<file path="src/rtl/mips_pkg.sv">
// Shared definitions for the instruction fetch slice.
//   fetch_state_t : fetch FSM encoding (FETCH / WAIT / HOLD)
//   OP_J, OP_BEQ  : opcodes of the control-transfer words the Decoder redirects on
//   WORD_BYTES    : instruction size in bytes (the sequential PC step)
package mips_pkg;

  typedef enum logic [1:0] {
    FETCH = 2'd0,
    WAIT  = 2'd1,
    HOLD  = 2'd2
  } fetch_state_t;

  localparam logic [5:0]  OP_J       = 6'b000010;
  localparam logic [5:0]  OP_BEQ     = 6'b000100;
  localparam logic [31:0] WORD_BYTES = 32'd4;

endpackage

</file>
<file path="src/rtl/pc_next_calc.sv">
// Redirect target mux (purely combinational).
//   pcplus4  in  32 : address following the instruction being consumed
//   instr    in  26 : low 26 bits of that instruction; they hold both the
//                     jump index [25:0] and the branch immediate [15:0]
//   dobranch in   1 : take the PC-relative branch
//   dojump   in   1 : take the region jump (wins over dobranch)
//   next_pc  out 32 : next fetch address
module pc_next_calc
  import mips_pkg::*;
(
  input  logic [31:0] pcplus4,
  input  logic [25:0] instr,
  input  logic        dobranch,
  input  logic        dojump,
  output logic [31:0] next_pc
);

  logic [31:0] jmp_tgt;
  logic [31:0] br_tgt;

  // Jump stays inside the current 256 MB region of the following instruction.
  assign jmp_tgt = {pcplus4[31:28], instr[25:0], 2'b00};
  // Word offset, sign extended; the add wraps modulo 2^32.
  assign br_tgt  = pcplus4 + {{14{instr[15]}}, instr[15:0], 2'b00};

  always_comb begin
    next_pc = pcplus4;
    if (dojump)        next_pc = jmp_tgt;
    else if (dobranch) next_pc = br_tgt;
  end

endmodule

</file>
<file path="src/rtl/instr_fetch_unit.sv">
// Instruction fetch unit: owns the PC, fetches one word at a time over a
// req/gnt + rvalid memory handshake and hands it to the Decoder with a valid
// flag. Decoder redirects (dobranch/dojump) are applied on the consume cycle.
//   clk, reset            : clock, async active-high reset
//   imem_req/addr/gnt     : request side, req held until gnt, addr stable
//   imem_rvalid/rdata     : one response per granted request
//   instr/instr_valid     : word presented to the Decoder
//   instr_pc/pcplus4      : its address and address+4
//   de_ready              : Decoder consumes when instr_valid is set
//   dobranch/dojump       : redirect request, only looked at on consume
module instr_fetch_unit
  import mips_pkg::*;
#(
  parameter logic [31:0] RESET_PC = 32'h0000_0000
) (
  input  logic        clk,
  input  logic        reset,
  output logic        imem_req,
  output logic [31:0] imem_addr,
  input  logic        imem_gnt,
  input  logic        imem_rvalid,
  input  logic [31:0] imem_rdata,
  output logic [31:0] instr,
  output logic        instr_valid,
  output logic [31:0] instr_pc,
  output logic [31:0] pcplus4,
  input  logic        de_ready,
  input  logic        dobranch,
  input  logic        dojump
);

  fetch_state_t state, state_n;
  logic         armed;
  logic         kill, kill_n;
  logic [31:0]  pc, pc_n;
  logic [31:0]  instr_n, instr_pc_n, pcplus4_n;
  logic         valid_n;
  logic         consume, redirect;
  logic [31:0]  target;

  pc_next_calc u_pc_next (
    .pcplus4  (pcplus4),
    .instr    (instr[25:0]),
    .dobranch (dobranch),
    .dojump   (dojump),
    .next_pc  (target)
  );

  assign consume  = instr_valid & de_ready;
  assign redirect = consume & (dobranch | dojump);

  // armed holds the request low for the first cycle out of reset so imem_req
  // rises the cycle after reset drops; afterwards FETCH always requests.
  assign imem_req  = (state == FETCH) & armed;
  // pc only moves on rvalid (WAIT) or on consume (HOLD), so it is stable for
  // the whole time a request is pending.
  assign imem_addr = pc;

  always_comb begin
    state_n    = state;
    pc_n       = pc;
    kill_n     = kill;
    instr_n    = instr;
    instr_pc_n = instr_pc;
    pcplus4_n  = pcplus4;
    valid_n    = instr_valid;

    if (consume) begin
      valid_n = 1'b0;
      pc_n    = target;
    end

    case (state)
      FETCH: if (imem_req && imem_gnt) state_n = WAIT;
      WAIT: begin
        if (imem_rvalid) begin
          if (kill || redirect) begin
            // Response belongs to the path that was just redirected away.
            kill_n  = 1'b0;
            state_n = FETCH;
          end else begin
            instr_n    = imem_rdata;
            instr_pc_n = pc;
            pcplus4_n  = pc + WORD_BYTES;
            pc_n       = pc + WORD_BYTES;
            valid_n    = 1'b1;
            state_n    = HOLD;
          end
        end else if (redirect) begin
          // Only a prefetching front end can consume while a fetch is in
          // flight; remember to drop its response.
          kill_n = 1'b1;
        end
      end
      HOLD: if (consume) state_n = FETCH;
      default: state_n = FETCH;
    endcase
  end

  always_ff @(posedge clk or posedge reset) begin
    if (reset) begin
      state       <= FETCH;
      armed       <= 1'b0;
      kill        <= 1'b0;
      pc          <= RESET_PC;
      instr       <= '0;
      instr_valid <= 1'b0;
      instr_pc    <= '0;
      pcplus4     <= '0;
    end else begin
      state       <= state_n;
      armed       <= 1'b1;
      kill        <= kill_n;
      pc          <= pc_n;
      instr       <= instr_n;
      instr_valid <= valid_n;
      instr_pc    <= instr_pc_n;
      pcplus4     <= pcplus4_n;
    end
  end

endmodule

</file>
<file path="config.mk">
export PLATFORM = sky130hd
export DESIGN_NAME = instr_fetch_unit
export DESIGN_NICKNAME = d
export VERILOG_FILES = /design/src/rtl/mips_pkg.sv /design/src/rtl/pc_next_calc.sv /design/src/rtl/instr_fetch_unit.sv
export SDC_FILE = /design/constraint.sdc
export NUM_CORES = 1
export LEC_CHECK = 0
export ABC_AREA = 1
export BUFFER_PORTS_ARGS = -buffer_cell sky130_fd_sc_hd__buf_2
export CORE_UTILIZATION = 45
export DETAILED_ROUTE_END_ITERATION = 10
export GPL_ROUTABILITY_DRIVEN = 1
export PLACE_DENSITY_LB_ADDON = 0.15
export SLEW_MARGIN = 20
export SYNTH_ARGS = -nofsm -noshare
export SYNTH_HDL_FRONTEND = slang
export SYNTH_HIERARCHICAL = 1
export SYNTH_SLANG_ARGS = --single-unit
</file>
<file path="constraint.sdc">
create_clock -name clk -period 11.36 [get_ports clk]
set_clock_uncertainty 0.2 [all_clocks]
set_input_delay 2.272 -clock clk [delete_from_list [all_inputs] [get_ports clk]]
set_output_delay 2.272 -clock clk [all_outputs]
set_load 0.05 [all_outputs]
</file>
==> run summary <==
# fillers = 1931
Overflow after GRT = 0
adder-cell share of the synthesized area = 0.04496
Yosys reg bits = 131
vias in the first global route = 8341
ratio of cells with drive above 1 in the final layout = 0.1662
routability cong. = 0.9296
Final Cycle Share = 0.4236
CTS tree = yes
I/O pin count = 169
Synth Net Count = 1397
Yosys warning count = 6
vias per std cell = 5.079
clk_lat worst skew = 0.43 ns
core area = 0.01896 mm^2
Slew Viols, Final = 0
Max Freq = 0.2078 GHz
drt first pass iters = 6
post-synth top area cell = dfrtp_1
post-route ant nets = 0
Post-DP HPWL = 20.61 mm
post-synth top area share = 0.3727
Critical path origin = dobranch
clk buf depth = 2
area share of and/or/nand/nor cells after synthesis = 0.3626
Util after Layout = 0.5494
worst-path fanout max = 105
GRT Overall Usage = 0.2851
r2r worst-path depth = 13
transition time of the tightest slew-check pin = 1.061 ns
Max Cap Viol = 0
cts hold-fix bufs = 0
xor/xnor share of the synthesized area = 0.01295
Min Hold Slack = 0.2811 ns
synth top area cells = dfrtp_1, nand2_1, inv_1, nor2_1, ha_1
die area = 0.02011 mm^2
Mapped Avg Cell Area = 6.627 um^2
CTS Buf Count = 17
area of the multi-input gates = 0.004701 mm^2
synth unique cells = 39
Initial DRC Count = 730
Mapped Area = 0.008795 mm^2
CP endpoint kind = flop
Worst Setup EP = imem_addr[26]
RSZ-0062 raised after global routing = false
antenna violations before repair = 0
storage element area = 0.003278 mm^2
area added between synthesis and finish = 18.42%
Reg2Reg Setup Slack = 8.31 ns
CP Class = in -> reg
Reg clk slew, reported paths = 0.06 ns
status = completed
largest family of logic cells by synthesized area = simple AND/OR/NAND/NOR gates
mux cell area share after synthesis = 0.001138
fin crit period = 4.812 ns
endpoints failing hold = 0
leading cell type in the layout, fill and taps excluded = nand2_1
Syn Inst Count = 1327
final worst slack = 6.548 ns
Die Y = 141.8 um
htree depth = 4
Die X = 141.8 um
CTS Root Cell = clkbuf_16
first-pass GRT wire length = 43.88 mm
clk sinks = 131
Startpoint Class = input port
vias post-DR = 8868
setup tns final = 0 ns
Critical Path RT = 11.48 ns
Resize count post-CTS = 0
commonest cells after routing, fill and taps aside = nand2_1, buf_2, inv_1
max_slew headroom = 0.2927
Compound-Gate Fraction of Synth Area = 0.1108
# port buffers = 168
crit path DAT = 4.93 ns
Hold Crit Class = reg -> reg
wire length per cell = 15.74 um
row count = 50
final wirelength = 27.48 mm
largest net degree at the start of global routing = 106
pre-CTS WS = 6.136 ns
Setup violations, final = 0
Initial Utilization = 0.4640
post-CTS setup buffer count = 0
n_diodes = 0
RR Startpoint = instr[15]
fin nets = 1544
sequential fraction of the synthesis area = 0.3727
drc violations = 0
RR Endpoint = imem_addr[31]
## cell usage after synthesis, drive strengths merged
cell    count
nand2     569
inv       153
dfrtp     131
nor2      114
o21ai      92
nand3      74
a21oi      37
buf        30
ha         30
o211ai     16
o21a       15
clkbuf     14
and2        8
o21bai      8
or2         8
xor2        8
xnor2       5
nand4       4
nor3        4
a21o        1
clkinv      1
conb        1
fa          1
mux2i       1
o22ai       1
o31ai       1
## registers in the layout, indices dropped and copies added, names as in the netlist
name	flops
kill	1
armed	1
instr	32
instr_valid	1
instr_pc	32
imem_addr	32
pcplus4	30
state	2
## critical path: stages
cell      delay, ns
buf_2          0.55
nor2_1         0.19
o21ai_2        0.26
nor2_1         0.10
nand2_4        0.28
buf_4          0.80
o211ai_1       0.18
nand2_1        0.12
inv_1          0.04
## per-layer routing
metal  part of all wire  global-route usage
met1               0.44              0.3766
met2               0.45              0.4581
met3              0.073             0.05704
met4              0.030              0.1138
met5                  0                   0
## layout make-up
| type | instances | area share |
|---|---|---|
| tap | 260 | 0.03123 |
| timing repair buffer | 172 | 0.08361 |
| multi-input combinational | 998 | 0.4513 |
| clock buffer | 19 | 0.04349 |
| clock inverter | 12 | 0.01958 |
| sequential | 131 | 0.3148 |
| inverter | 154 | 0.05598 |
## worst min-delay path by stage
stage | start | to | cells after the start
final | instr_pc[15] | instr_pc[15] | 2
after floorplan | state[0] | state[1] | 1
after CTS | instr[28] | instr[28] | 2
after global routing | instr[28] | instr[28] | 2
after detailed placement | instr[26] | instr[26] | 2
after global placement | instr[30] | instr[30] | 2
## kinds of logic after synthesis
logic type      count (synthesis)
compound gates                171
xor+xnor                       13
fa+ha+maj                      31
buf+inv                       198
flops                         131
mux                             1
other cells                     1
simple gates                  781
## metrics by stage
step	cell area [um^2]	cells
2_1_floorplan	8795	1327
3_3_place_gp	9758	1715
3_5_place_dp	9758	1715
4_1_cts	10420	1746
5_1_grt	10420	1746
6_report	10420	1746
Power is not shown: default switching activity piles up to over one toggle a cycle in this logic, so the estimate is an artifact.
